$ cat src/rtl/alu_seq_if.sv
// Operand/result bundle between the sequencer (master) and the ALU (slave).
interface alu_seq_if #(parameter int WIDTH = 8);
  logic             start;
  logic [3:0]       ctrl;
  logic [WIDTH-1:0] AI;
  logic [WIDTH-1:0] BI;
  logic             CI;
  logic             D;
  logic             busy;
  logic             done;
  logic [WIDTH-1:0] out;
  logic             N;
  logic             V;
  logic             Z;
  logic             CO;
  logic             HC;

  modport master (output start, ctrl, AI, BI, CI, D,
                  input  busy, done, out, N, V, Z, CO, HC);
  modport slave  (input  start, ctrl, AI, BI, CI, D,
                  output busy, done, out, N, V, Z, CO, HC);
endinterface

$ cat src/rtl/alu_seq.sv
// Registered ALU: binary ops in one cycle, BCD ADD/SUB one digit per cycle.
module alu_seq #(
  parameter int WIDTH = 8
) (
  input  logic     clk,
  input  logic     rst,
  alu_seq_if.slave bus
);
  localparam int NIB = WIDTH / 4;
  localparam int KW  = (NIB > 1) ? $clog2(NIB) : 1;

  typedef enum logic [1:0] {IDLE, DEC, FIN} state_t;
  state_t r_state, w_next;

  logic             w_busy, w_done, w_accept, w_dec_go, w_sub, w_arith;
  logic [WIDTH-1:0] w_bx, w_res;
  logic [WIDTH:0]   w_ax, w_bxe, w_sum;
  logic             w_co, w_v, w_hc, w_av, w_ahc;

  logic [WIDTH-1:0] r_a, r_b, r_acc, r_out;
  logic [KW-1:0]    r_k;
  logic             r_c, r_sub, r_dv, r_dhc, r_bdone;
  logic             r_n, r_v, r_z, r_co, r_hc;

  logic [3:0]       w_da, w_db, w_dig;
  logic [4:0]       w_s5;
  logic             w_dc, w_dhc, w_last;
  logic [WIDTH-1:0] w_acc;

  // Binary path works straight off the bus; only decimal ops latch operands.
  always_comb begin
    w_sub   = (bus.ctrl == 4'd4);
    w_arith = (bus.ctrl == 4'd0) || w_sub;
    w_bx    = w_sub ? ~bus.BI : bus.BI;
    w_ax    = {1'b0, bus.AI};
    w_bxe   = {1'b0, w_bx};
    w_sum   = w_ax + w_bxe + {{WIDTH{1'b0}}, bus.CI};
    w_av    = (bus.AI[WIDTH-1] == w_bx[WIDTH-1]) && (w_sum[WIDTH-1] != bus.AI[WIDTH-1]);
    // carry into bit 4 recovered from the sum bit, no separate nibble adder
    w_ahc   = w_sum[4] ^ w_ax[4] ^ w_bxe[4];
    w_res   = bus.AI;
    w_co    = bus.CI;
    w_v     = 1'b0;
    w_hc    = 1'b0;
    case (bus.ctrl)
      4'd0, 4'd4: begin w_res = w_sum[WIDTH-1:0]; w_co = w_sum[WIDTH]; w_v = w_av; w_hc = w_ahc; end
      4'd1: w_res = bus.AI | bus.BI;
      4'd2: w_res = bus.AI ^ bus.BI;
      4'd3: w_res = bus.AI & bus.BI;
      4'd5: begin w_res = {bus.AI[WIDTH-2:0], 1'b0};   w_co = bus.AI[WIDTH-1]; end
      4'd6: begin w_res = {1'b0, bus.AI[WIDTH-1:1]};   w_co = bus.AI[0];       end
      4'd7: begin w_res = {bus.AI[WIDTH-2:0], bus.CI}; w_co = bus.AI[WIDTH-1]; end
      4'd8: begin w_res = {bus.CI, bus.AI[WIDTH-1:1]}; w_co = bus.AI[0];       end
      default: ;
    endcase
  end

  always_comb begin
    w_da  = r_a[{r_k, 2'b00} +: 4];
    w_db  = r_b[{r_k, 2'b00} +: 4];
    w_dig = 4'd0;
    w_dc  = 1'b0;
    if (r_sub) begin
      // 5-bit two's complement covers -16..15, so bit 4 is the borrow
      w_s5 = {1'b0, w_da} - {1'b0, w_db} - {4'b0, ~r_c};
      if (w_s5[4]) begin w_dig = w_s5[3:0] - 4'd6; w_dc = 1'b0; end
      else         begin w_dig = w_s5[3:0];        w_dc = 1'b1; end
    end else begin
      w_s5 = {1'b0, w_da} + {1'b0, w_db} + {4'b0, r_c};
      if (w_s5 > 5'd9) begin w_dig = w_s5[3:0] + 4'd6; w_dc = 1'b1; end
      else             begin w_dig = w_s5[3:0];        w_dc = 1'b0; end
    end
    w_acc = r_acc;
    w_acc[{r_k, 2'b00} +: 4] = w_dig;
    w_dhc  = (r_k == '0) ? w_dc : r_dhc;
    w_last = (r_k == KW'(NIB - 1));
  end

  always_comb begin
    w_next   = r_state;
    w_busy   = 1'b0;
    w_done   = r_bdone;
    w_accept = bus.start && (r_state != DEC);
    w_dec_go = w_accept && w_arith && bus.D;
    case (r_state)
      IDLE: if (w_dec_go) w_next = DEC;
      DEC: begin
        w_busy = 1'b1;
        if (w_last) w_next = FIN;
      end
      FIN: begin
        w_done = 1'b1;
        w_next = w_dec_go ? DEC : IDLE;
      end
      default: w_next = IDLE;
    endcase
  end

  always_ff @(posedge clk) begin
    if (rst) r_state <= IDLE;
    else     r_state <= w_next;
  end

  always_ff @(posedge clk) begin
    if (rst) begin
      r_a <= '0; r_b <= '0; r_acc <= '0; r_k <= '0;
      r_c <= 1'b0; r_sub <= 1'b0; r_dv <= 1'b0; r_dhc <= 1'b0; r_bdone <= 1'b0;
      r_out <= '0; r_n <= 1'b0; r_v <= 1'b0; r_z <= 1'b0; r_co <= 1'b0; r_hc <= 1'b0;
    end else begin
      r_bdone <= 1'b0;
      if (w_dec_go) begin
        r_a <= bus.AI; r_b <= bus.BI; r_c <= bus.CI; r_sub <= w_sub;
        r_dv <= w_av; r_k <= '0; r_acc <= '0; r_dhc <= 1'b0;
      end else if (w_accept) begin
        r_out <= w_res; r_n <= w_res[WIDTH-1]; r_z <= (w_res == '0);
        r_co <= w_co; r_v <= w_v; r_hc <= w_hc; r_bdone <= 1'b1;
      end
      if (r_state == DEC) begin
        r_acc <= w_acc; r_c <= w_dc; r_dhc <= w_dhc; r_k <= r_k + KW'(1);
        if (w_last) begin
          r_out <= w_acc; r_n <= w_acc[WIDTH-1]; r_z <= (w_acc == '0);
          r_co <= w_dc; r_v <= r_dv; r_hc <= w_dhc;
        end
      end
    end
  end

  assign bus.busy = w_busy;
  assign bus.done = w_done;
  assign bus.out  = r_out;
  assign bus.N    = r_n;
  assign bus.V    = r_v;
  assign bus.Z    = r_z;
  assign bus.CO   = r_co;
  assign bus.HC   = r_hc;
endmodule

$ cat src/flat_wrapper.sv
// flat-port wrapper written by rule: the top's interface ports become plain ports
module alu_seq_flat 
#(
  parameter int WIDTH = 8
)
  (clk, rst, bus_start, bus_ctrl, bus_AI, bus_BI, bus_CI, bus_D, bus_busy, bus_done, bus_out, bus_N, bus_V, bus_Z, bus_CO, bus_HC);
  alu_seq_if #(.WIDTH(WIDTH)) bus_i ();
  input  logic clk;
  input  logic rst;
  input wire logic [$bits(bus_i.start)-1:0] bus_start;
  input wire logic [$bits(bus_i.ctrl)-1:0] bus_ctrl;
  input wire logic [$bits(bus_i.AI)-1:0] bus_AI;
  input wire logic [$bits(bus_i.BI)-1:0] bus_BI;
  input wire logic [$bits(bus_i.CI)-1:0] bus_CI;
  input wire logic [$bits(bus_i.D)-1:0] bus_D;
  output wire logic [$bits(bus_i.busy)-1:0] bus_busy;
  output wire logic [$bits(bus_i.done)-1:0] bus_done;
  output wire logic [$bits(bus_i.out)-1:0] bus_out;
  output wire logic [$bits(bus_i.N)-1:0] bus_N;
  output wire logic [$bits(bus_i.V)-1:0] bus_V;
  output wire logic [$bits(bus_i.Z)-1:0] bus_Z;
  output wire logic [$bits(bus_i.CO)-1:0] bus_CO;
  output wire logic [$bits(bus_i.HC)-1:0] bus_HC;
  assign bus_i.start = bus_start;
  assign bus_i.ctrl = bus_ctrl;
  assign bus_i.AI = bus_AI;
  assign bus_i.BI = bus_BI;
  assign bus_i.CI = bus_CI;
  assign bus_i.D = bus_D;
  assign bus_busy = bus_i.busy;
  assign bus_done = bus_i.done;
  assign bus_out = bus_i.out;
  assign bus_N = bus_i.N;
  assign bus_V = bus_i.V;
  assign bus_Z = bus_i.Z;
  assign bus_CO = bus_i.CO;
  assign bus_HC = bus_i.HC;
  alu_seq #(.WIDTH(WIDTH)) u_core (.clk(clk), .rst(rst), .bus(bus_i));
endmodule
$ cat config.mk
export PLATFORM = sky130hd
export DESIGN_NAME = alu_seq_flat
export DESIGN_NICKNAME = d
export VERILOG_FILES = /design/src/rtl/alu_seq_if.sv /design/src/rtl/alu_seq.sv /design/src/flat_wrapper.sv
export SDC_FILE = /design/constraint.sdc
export NUM_CORES = 1
export LEC_CHECK = 0
export BUFFER_PORTS_ARGS = -buffer_cell sky130_fd_sc_hd__buf_4
export CORE_MARGIN = 10
export CORE_UTILIZATION = 42
export CTS_CLUSTER_DIAMETER = 40
export DETAILED_ROUTE_END_ITERATION = 10
export GPL_ROUTABILITY_DRIVEN = 0
export PLACE_DENSITY = 0.6
export SYNTH_ARGS = -nofsm -noshare
export SYNTH_HDL_FRONTEND = slang
export SYNTH_SLANG_ARGS = --single-unit
$ cat constraint.sdc
create_clock -name clk -period 4.4 [get_ports clk]
set_input_delay 0.66 -clock clk [delete_from_list [all_inputs] [get_ports clk]]
set_output_delay 0.66 -clock clk [all_outputs]
set_load 0.05 [all_outputs]
==> impl_metrics.tcl, run 1 <==
set metrics [dict create \
    holdBufCountCts 0 \
    ir_worst_vdd_mv 0.119 \
    fin_crit_ns 3.54 \
    cts_setup_buffers 0 \
    crit_arrival_ns 3.77 \
    grt_first_pass_wirelength_um 17400 \
    synth_cell_types 75 \
    diodes 0 \
    synth-edff-count 0 \
    synth_fp_nets 558 \
    globalRouteOverflowTotal 0 \
    grt_max_degree 43 \
    nets 579 \
    detail_route.first_pass.iterations 4 \
    drive_above_1_share_pct 14.3 \
    end_kind "flip-flop" \
    design.core.area_um2 8720 \
    start_util_pct 43.3 \
    final_cell_mix "57 x a21oi_1, 55 x nand2_1, 43 x buf_4" \
    rsz0062_at_grt "no" \
    drc 0 \
    outcome "complete, no violations" \
    clockBufferDepth 2 \
    wl_per_cell_um 17.4 \
    start_kind "primary input" \
    cts_buffers 5 \
    critical_path_required_ns 4.63 \
    antenna_found_initial 0 \
    grt_pass1_vias 3352 \
    totalWireLength_um 10900 \
    cts_tree "done" \
    synth_top_area_share_pct 21.8 \
    place.port_buffers 39 \
    p_leak_uw 0.00175 \
    syn_area_per_cell_um2 7.62 \
    synth_area_leader_cell "dfxtp_1" \
    num_vias 3596 \
    path_class "primary input to flip-flop" \
    period_share_pct 80.5 \
    grt_use_total_pct 16.0 \
    cts-root-buf "clkbuf_8" \
    drv_cap 0 \
    die_h_um 115 \
    maxSlewViolCount 0 \
    syn_inst 495 \
    cts_max_level 2 \
    die_x_um 115 \
    final.setup.tns_ns 0 \
    vias_per_cell 5.75 \
    ant_nets 0 \
    ys_seq_area_share_pct 21.8 \
    final.setup_skew_ns 0.00764 \
    holdWs_ns 0.458 \
    ys_seq_elements 41 \
    crit_fanout 29 \
    clk_pin_slew_worst_paths_ns 0.08 \
    clkSinkCount 41 \
    synth_flop_cell "dfxtp_1" \
    area_growth_pct 11.1 \
    fmax_mhz 282 \
    yosysWarnings 0 \
    worstSkewPairLatency_ns 0.30 \
    hold_violations 0 \
    ys_async_sr_fraction_pct 0 \
    num_rows 34 \
    powerDensity_nw_per_um2 248 \
    cts_resized 0 \
    hold_path_class "flip-flop to flip-flop" \
    netlist_area_um2 3770 \
    drtIter0Drc 218 \
    synth_area_leaders "dfxtp_1 22%, ha_1 11%, a21oi_1 7.6%, nand2_1 5.5%, nor2_1 3.9%" \
    setup_viol_count_final 0 \
    io-pin-count 40 \
    relSlewSlack_pct 42.6 \
    layout_commonest_cell "a21oi_1" \
    hpwlAfterDp_um 8410 \
    worst_pin_slew_ns 0.859 \
    die_area_um2 13200 \
]
==> synthesized netlist by cell type (7+ instances only) <==
library cell  count
a21oi_1          57
nand3_1           7
o22ai_1           7
nand2_1          55
nor2b_1           7
nor2_1           39
dfxtp_1          41
ha_1             32
o21ai_0          24
nand2b_1         14
buf_2             7
clkbuf_1         13
xnor2_1          13
nor3_1            9
inv_1            37
==> cell families after synthesis <==
logic type	Yosys count	synth area share, %
muxes	10	2.79
adders and majority gates	38	13.8
and+or+nand+nor	170	22.8
buffers and inverters	66	7.93
DFF	41	21.8
AOI/OAI and AO/OA	153	26.4
xor gates and xnor gates	17	4.51
==> sequential cells by signal, indices dropped and copies added (netlist names) <==
name / cells
u_core.bus.out: 8
u_core.r_k: 1
u_core.bus.N: 1
u_core.bus.Z: 1
u_core.r_a: 8
u_core.bus.V: 1
u_core.r_state: 2
u_core.r_b: 8
u_core.r_dv: 1
u_core.r_sub: 1
u_core.bus.CO: 1
u_core.r_dhc: 1
u_core.r_acc: 4
u_core.r_c: 1
u_core.bus.HC: 1
u_core.r_bdone: 1
==> stage by stage <==
step                      utilization [%]  area, um^2  setup WS [ns]  total power [uW]  instances
final                                48.0        4190          0.859              1040        625
after global routing                 48.0        4190          0.596              1080        625
after CTS                            48.0        4190          0.865              1040        625
after detailed placement             46.7        4070          0.581               715        617
after global placement               46.7        4070          0.659               713        617
after floorplan                         -        3770          0.811               625        495
==> power breakdown <==
group / switching [uW] / internal [uW] / leakage [uW]
Combinational: 194 / 126 / 0.00136
Clock: 143 / 185 / 0.0000574
Sequential: 7.76 / 382 / 0.000333
==> worst paths after layout <==
check	slack [ns]	from	cells after the start	end
setup / recovery	0.86	bus_ctrl[3]	15	u_core.bus.Z$_SDFF_PP0_
hold reg to reg	0.46	u_core.r_b[4]$_SDFFE_PP0P_	2	u_core.r_b[4]$_SDFFE_PP0P_
setup reg to reg	0.89	u_core.r_k$_SDFFE_PP0P_	11	u_core.bus.Z$_SDFF_PP0_
hold / removal	0.46	u_core.r_b[4]$_SDFFE_PP0P_	2	u_core.r_b[4]$_SDFFE_PP0P_
==> metal layers <==
layer | GRT usage, % | vias up | part of all wire, %
met2 | 26.3 | 94 | 47
met4 | 4.79 | 0 | 1.9
met5 | 0 | - | 0
met3 | 2.81 | 13 | 5.5
met1 | 21.0 | 1691 | 46
li1 | - | 1798 | -
==> layout make-up <==
type                       count  area [um^2]
timing repair buffer          43          323
tap                          108          135
clock buffer                   6         82.6
clock inverter                 2         37.5
sequential                    41          821
fill                         872         4530
multi-input combinational    388         2650
inverter                      37          139
==> critical path, stage by stage <==
cell,delay (ns)
buf_4,0.20
nor3_4,0.20
buf_4,0.17
and2_1,0.20
xnor2_1,0.16
fa_1,0.22
inv_1,0.05
fa_1,0.41
a211o_2,0.34
a211o_1,0.28
and2_2,0.20
a211o_1,0.29
a211oi_2,0.16
a41oi_1,0.14
o21ai_1,0.10
(Power assumes the default switching activity.)
==> run 2, diff against run 1 <==
--- a/config.mk
+++ b/config.mk
@@ -5,13 +5,14 @@
 export SDC_FILE = /design/constraint.sdc
 export NUM_CORES = 1
 export LEC_CHECK = 0
+export ABC_AREA = 1
 export BUFFER_PORTS_ARGS = -buffer_cell sky130_fd_sc_hd__buf_4
 export CORE_MARGIN = 10
 export CORE_UTILIZATION = 42
 export CTS_CLUSTER_DIAMETER = 40
 export DETAILED_ROUTE_END_ITERATION = 10
 export GPL_ROUTABILITY_DRIVEN = 0
-export PLACE_DENSITY = 0.6
+export PLACE_DENSITY = 0.63
 export SYNTH_ARGS = -nofsm -noshare
 export SYNTH_HDL_FRONTEND = slang
 export SYNTH_SLANG_ARGS = --single-unit
==> constraint.sdc (replaced) <==
create_clock -name clk -period 3.2 [get_ports clk]
set_input_delay 0.48 -clock clk [delete_from_list [all_inputs] [get_ports clk]]
set_output_delay 0.48 -clock clk [all_outputs]
set_load 0.05 [all_outputs]
==> run 2 against run 1 <==
Power grew 41%. Clock skew grew 0.0098 ns. Critical path depth shrank 1. Routed wire length grew 0.83%. Critical endpoint is now u_core.r_dhc$_SDFFE_PP0P_.
==> impl_metrics.tcl, run 2 <==
set metrics [dict create \
    crit_chain "buf_4 > mux2i_2 > fa_2 > fa_1 > nand2_1 > nand2_1 > ha_1 > nand2_1 > a21boi_4 > nand3_4 > nand3_1 > o21ai_0 > or2_2 > a21oi_1" \
    fmax_mhz 333 \
    hold_path_class "primary input to flip-flop" \
    synth_top_area_share_pct 24.4 \
    start_kind "flip-flop" \
    clkSinkCount 44 \
    grt_use_total_pct 16.8 \
    grt_max_degree 38 \
    setup_viol_count_final 0 \
    m1WireLength_um 4890 \
    min_delay_path_depth 2 \
    netlist_area_um2 3620 \
    end_kind "flip-flop" \
    synth_common_cells "139 x nand2_1, 63 x inv_1, 52 x o21ai_0" \
    final.setup.tns_ns 0 \
    p_leak_uw 0.00211 \
    cts_max_level 2 \
    start_util_pct 43.6 \
    drtIter0Drc 237 \
    ys_seq_elements 44 \
    die_h_um 113 \
    antenna_found_initial 0 \
    synth_area_leader_cell "dfxtp_1" \
    worst_pin_slew_ns 0.619 \
    place_inst 688 \
    vias_per_cell 5.41 \
    synth_flop_cell "dfxtp_1" \
    grt_pass1_vias 3669 \
    cts_buffers 5 \
    num_rows 33 \
    die_area_um2 12700 \
    synth-edff-count 0 \
    diodes 0 \
    synth_fp_nets 611 \
    path_class "flip-flop to flip-flop" \
    worstSkewPairLatency_ns 0.31 \
    syn_inst 548 \
    final.setup_skew_ns 0.0174 \
    synth_cell_types 38 \
    dr_wl_met3_um 637 \
    synth_area_leaders "dfxtp_1 24%, nand2_1 14%, ha_1 11%, o21ai_0 7.2%, inv_1 6.5%" \
    ys_async_sr_fraction_pct 0 \
    synth_most_common_cell "nand2_1" \
    top_layer "met4" \
    layout_commonest_cell "nand2_1" \
    slowest_delay_ns 0.45 \
    totalWireLength_um 10900 \
    yosysWarnings 0 \
    ys_seq_area_share_pct 24.4 \
    total_power_uw 1470 \
    powerDensity_nw_per_um2 348 \
    switchingPower_uw 511 \
    io-pin-count 40 \
    seqPwrFrac_pct 39.2 \
    timing.rr.start "u_core.r_k$_SDFFE_PP0P_" \
    ir_worst_vdd_mv 0.281 \
    path_common_cell "nand2_1" \
    detail_route.first_pass.iterations 6 \
    clockPowerShare_pct 30.4 \
    design.core.area_um2 8300 \
    cp-startpoint "u_core.r_k$_SDFFE_PP0P_" \
    r2r_cells 14 \
    drive_above_1_share_pct 16.9 \
    clockBufferDepth 2 \
    holdWs_ns 0.401 \
    grt_first_pass_wirelength_um 18200 \
    wl_per_cell_um 15.7 \
    nets 654 \
    cts_tree "done" \
    critical_path_required_ns 3.45 \
    final_cell_mix "137 x nand2_1, 63 x inv_1, 47 x o21ai_0, 47 x buf_4, 45 x a21oi_1" \
    ant_nets 0 \
    globalRouteOverflowTotal 0 \
    maxSlewViolCount 0 \
    hpwlAfterDp_um 8750 \
    crit_arrival_ns 3.25 \
    place.port_buffers 39 \
    period_share_pct 93.9 \
    relSlewSlack_pct 58.6 \
    num_vias 3772 \
    clk_pin_slew_worst_paths_ns 0.10 \
    die_x_um 113 \
    power_frac_comb_pct 30.4 \
    critical_path.slowest_cell "fa_1" \
    syn_area_per_cell_um2 6.60 \
    area_growth_pct 16.7 \
    hold_violations 0 \
    fin_crit_ns 3.00 \
    fin_cells 697 \
    drc 0 \
    outcome "complete, no violations" \
    drv_cap 0 \
    p_int_uw 956 \
    swShare_pct 34.8 \
    wl_met2_um 5100 \
    cts-root-buf "clkbuf_8" \
    crit_fanout 7 \
    holdBufCountCts 0 \
    hp-start "rst" \
]
run 2: cell types whose count changed after synthesis, moves of 10 or more:
cell      change
nand2_1      +84
nand2b_1     -14
nor2_1       -10
nand3_1      +35
a21oi_1      -12
o21ai_0      +28
inv_1        +26
xnor2_1      -12
run 2: kinds of logic after synthesis:
logic type,count (synthesis),share of synthesized area [%]
AO/OA/AOI/OAI,126,19.0
XOR/XNOR,11,2.87
adder cells (fa/ha/maj),38,14.4
buffers and inverters,85,9.24
flip-flops,44,24.4
multiplexers,1,0.277
AND/OR/NAND/NOR,243,29.9
run 2: power groups by stage:
stage / logic, uW / clock network (uW) / registers, uW
6_report: 446 / 445 / 575
5_1_grt: 499 / 472 / 578
4_1_cts: 432 / 450 / 575
3_5_place_dp: 430 / 0 / 588
3_3_place_gp: 424 / 0 / 588
2_1_floorplan: 261 / 0 / 622
run 2: final cells by class:
type,instances,area [um^2]
repair buffers,47,353
clock buffers,5,68.8
fillers,827,4080
clock inverters,3,47.5
inverters,74,283
multi-input cells,419,2450
flip-flops and latches,44,885
well taps,105,131
run 2: per-layer routing:
| layer | vias to the layer above | global-route usage [%] |
|---|---|---|
| met4 | 0 | 7.02 |
| met1 | 1742 | 21.5 |
| li1 | 1890 | - |
| met2 | 115 | 27.8 |
| met3 | 25 | 2.11 |
| met5 | - | 0 |
run 2: worst paths after layout:
| path | slack, ns | endpoint |
|---|---|---|
| setup / recovery | 0.20 | u_core.r_dhc$_SDFFE_PP0P_ |
| hold / removal | 0.40 | u_core.r_state[0]$_SDFFE_PP0P_ |
| setup reg to reg | 0.20 | u_core.r_dhc$_SDFFE_PP0P_ |
| hold reg to reg | 0.49 | u_core.r_acc[7]$_SDFFE_PP0P_ |
run 2: repair_timing:
item / CTS / global route
buffers inserted: 0 / 1
endpoints found under the setup margin: 0 / 12
resized for setup: 0 / 18
run 2: worst max-delay path, delay by kind of cell, from the launching register on:
family / cells / cell delay, ns
compound gates: 3 / 0.48
fa+ha+maj: 3 / 1.08
buf+inv: 1 / 0.15
flops: 1 / 0.38
mux: 1 / 0.17
simple gates: 6 / 0.71
run 2: metrics by stage:
stage               setup slack [ns]  cell area [um^2]  util [%]
detailed placement            0.0422              4040      48.7
floorplan                    0.00713              3620         -
finish                         0.195              4220      50.9
CTS                            0.125              4160      50.1
global placement               0.107              4040      48.7
global route                 -0.0165              4220      50.9
==> run 3, diff against run 2 <==
--- a/config.mk
+++ b/config.mk
@@ -12,7 +12,7 @@
 export CTS_CLUSTER_DIAMETER = 40
 export DETAILED_ROUTE_END_ITERATION = 10
 export GPL_ROUTABILITY_DRIVEN = 0
-export PLACE_DENSITY = 0.63
+export PLACE_DENSITY = 0.6
 export SYNTH_ARGS = -nofsm -noshare
 export SYNTH_HDL_FRONTEND = slang
 export SYNTH_SLANG_ARGS = --single-unit
==> constraint.sdc (replaced) <==
create_clock -name clk -period 3.7 [get_ports clk]
set_input_delay 0.555 -clock clk [delete_from_list [all_inputs] [get_ports clk]]
set_output_delay 0.555 -clock clk [all_outputs]
set_load 0.05 [all_outputs]
==> run 3 against run 2 <==
Design area is 2.3% lower. Clock skew about the same. Sequential power decreased by 13%. Fmax decreased by 9.0%. Critical path depth increased by 6. Global-route usage about the same. Critical path type unchanged. Largest cell class unchanged. Highest routed layer unchanged.
==> impl_metrics.tcl, run 3 (synthesis results as in run 2) <==
set metrics [dict create \
    power_frac_comb_pct 29.8 \
    worst_pin_slew_ns 0.820 \
    critical_path_required_ns 3.95 \
    globalRouteOverflowTotal 0 \
    drc 0 \
    crit_arrival_ns 3.55 \
    die_h_um 113 \
    design.core.area_um2 8300 \
    wl_per_cell_um 16.0 \
    grt_max_degree 38 \
    cts_buffers 5 \
    start_kind "flip-flop" \
    hold_violations 0 \
    drive_above_1_share_pct 14.5 \
    final.setup.tns_ns 0 \
    setup_viol_count_final 0 \
    final.setup_skew_ns 0.0179 \
    clockPowerShare_pct 30.6 \
    clockBufferDepth 2 \
    fmax_mhz 303 \
    grt_pass1_vias 3610 \
    vias_per_cell 5.34 \
    switchingPower_uw 439 \
    diodes 0 \
    cp_top_family "simple AND/OR/NAND/NOR gates" \
    num_rows 33 \
    ir_worst_vdd_mv 0.138 \
    min_delay_path_depth 2 \
    fin_crit_ns 3.30 \
    end_kind "flip-flop" \
    rsz0062_at_grt "no" \
    seqPwrFrac_pct 39.6 \
    cts_tree "done" \
    holdPathEnd "u_core.r_acc[5]$_SDFFE_PP0P_" \
    cts_max_level 2 \
    path_class "flip-flop to flip-flop" \
    hpwlAfterDp_um 8800 \
    clkSinkCount 44 \
    drtIter0Drc 220 \
    worstSkewPairLatency_ns 0.31 \
    area_growth_pct 14.0 \
    cts_setup_buffers 0 \
    post_dp_cell_area_um2 4010 \
    maxSlewViolCount 0 \
    crit_fanout 8 \
    hp-start "u_core.r_acc[5]$_SDFFE_PP0P_" \
    antenna_found_initial 0 \
    hold_path_class "flip-flop to flip-flop" \
    detail_route.first_pass.iterations 4 \
    relSlewSlack_pct 44.7 \
    totalWireLength_um 11100 \
    p_leak_uw 0.00207 \
    crit_chain "inv_2 > or2_2 > o21ai_0 > fa_2 > fa_1 > nand2_1 > nand2_1 > ha_1 > nand2_1 > a21boi_2 > nand3_1 > nand2_1 > nand2_1 > nand3_1 > nand2_1 > nand2_1 > o21ai_0 > nor2_1 > nand2_1 > nand2_1" \
    grt_use_total_pct 16.9 \
    grt_first_pass_wirelength_um 18100 \
    outcome "complete, no violations" \
    design_area_um2 4120 \
    period_share_pct 89.2 \
    clk_pin_slew_worst_paths_ns 0.10 \
    critical_path.slowest_cell "fa_2" \
    die_area_um2 12700 \
    timing.rr.start "u_core.r_k$_SDFFE_PP0P_" \
    place.port_buffers 39 \
    num_vias 3690 \
    total_power_uw 1260 \
    nets 648 \
    powerDensity_nw_per_um2 305 \
    io-pin-count 40 \
    p_int_uw 819 \
    r2r_cells 20 \
    die_x_um 113 \
    worst-path-buf-inv 1 \
    cts-root-buf "clkbuf_8" \
    path_common_cell "nand2_1" \
    slowest_delay_ns 0.42 \
    fillerInstances 874 \
    swShare_pct 34.9 \
    r2r-end "u_core.bus.Z$_SDFF_PP0_" \
    final_cell_mix "139 x nand2_1, 63 x inv_1, 52 x o21ai_0" \
    r2r_setup_slack_ns 0.40 \
    layout_commonest_cell "nand2_1" \
    ant_nets 0 \
    start_util_pct 43.6 \
    drv_cap 0 \
]
[run 3: final cells by class]
class / count / area (um^2) / share of cell area (%)
flip-flops and latches: 44 / 881 / 21.4
repair buffers: 41 / 308 / 7.47
clock inverters: 3 / 46.3 / 1.12
multi-input cells: 419 / 2400 / 58.3
well taps: 105 / 131 / 3.19
clock buffers: 5 / 68.8 / 1.67
inverters: 74 / 283 / 6.86
[run 3: what timing repair did]
action / in CTS / in global routing
endpoints found under the setup margin: 0 / 1
hold endpoints to repair: 0 / 0
hold buffers: 0 / 0
gates resized for setup: 0 / 1
[run 3: worst max path at each step]
stage	start	slack, ns	depth (start not counted)	to
after global placement	u_core.r_k$_SDFFE_PP0P_	0.49	21	u_core.bus.Z$_SDFF_PP0_
after detailed placement	u_core.r_k$_SDFFE_PP0P_	0.41	15	u_core.r_dhc$_SDFFE_PP0P_
after global routing	u_core.r_k$_SDFFE_PP0P_	0.02	21	u_core.bus.Z$_SDFF_PP0_
after floorplan	u_core.r_k$_SDFFE_PP0P_	0.51	23	u_core.bus.Z$_SDFF_PP0_
after CTS	u_core.r_k$_SDFFE_PP0P_	0.39	20	u_core.bus.Z$_SDFF_PP0_
final	u_core.r_k$_SDFFE_PP0P_	0.40	20	u_core.bus.Z$_SDFF_PP0_
[run 3: worst register-to-register path, stage by stage (launching register included)]
cell and delay, ns:
dfxtp_1 0.39, inv_2 0.14, or2_2 0.12, o21ai_0 0.14, fa_2 0.42, fa_1 0.40
nand2_1 0.08, nand2_1 0.11, ha_1 0.25, nand2_1 0.07, a21boi_2 0.18, nand3_1 0.15
nand2_1 0.12, nand2_1 0.05, nand3_1 0.08, nand2_1 0.07, nand2_1 0.10, o21ai_0 0.13
nor2_1 0.12, nand2_1 0.08, nand2_1 0.06
[run 3: power groups by stage]
stage	Clock [uW]	Sequential, uW	Combinational [uW]
after floorplan	0	538	226
after global placement	0	509	367
after detailed placement	0	509	370
after CTS	387	498	372
after global routing	404	499	422
final	385	498	375
[run 3: layer usage]
metal,vias to the layer above,wire length [um],global-route usage (%)
met5,-,0,0
met4,0,221,5.67
met3,17,497,1.90
met2,110,5180,28.2
met1,1692,5190,21.9
li1,1871,-,-
[run 3: through the flow]
step                      hold slack, ns  util (%)  instances  worst slack [ns]
after floorplan                    0.442         -        548             0.507
after global placement             0.460      48.3        683             0.488
after global routing               0.490      49.7        691            0.0191
after detailed placement           0.462      48.3        683             0.408
after CTS                          0.480      49.6        691             0.387
final                              0.484      49.7        691             0.400
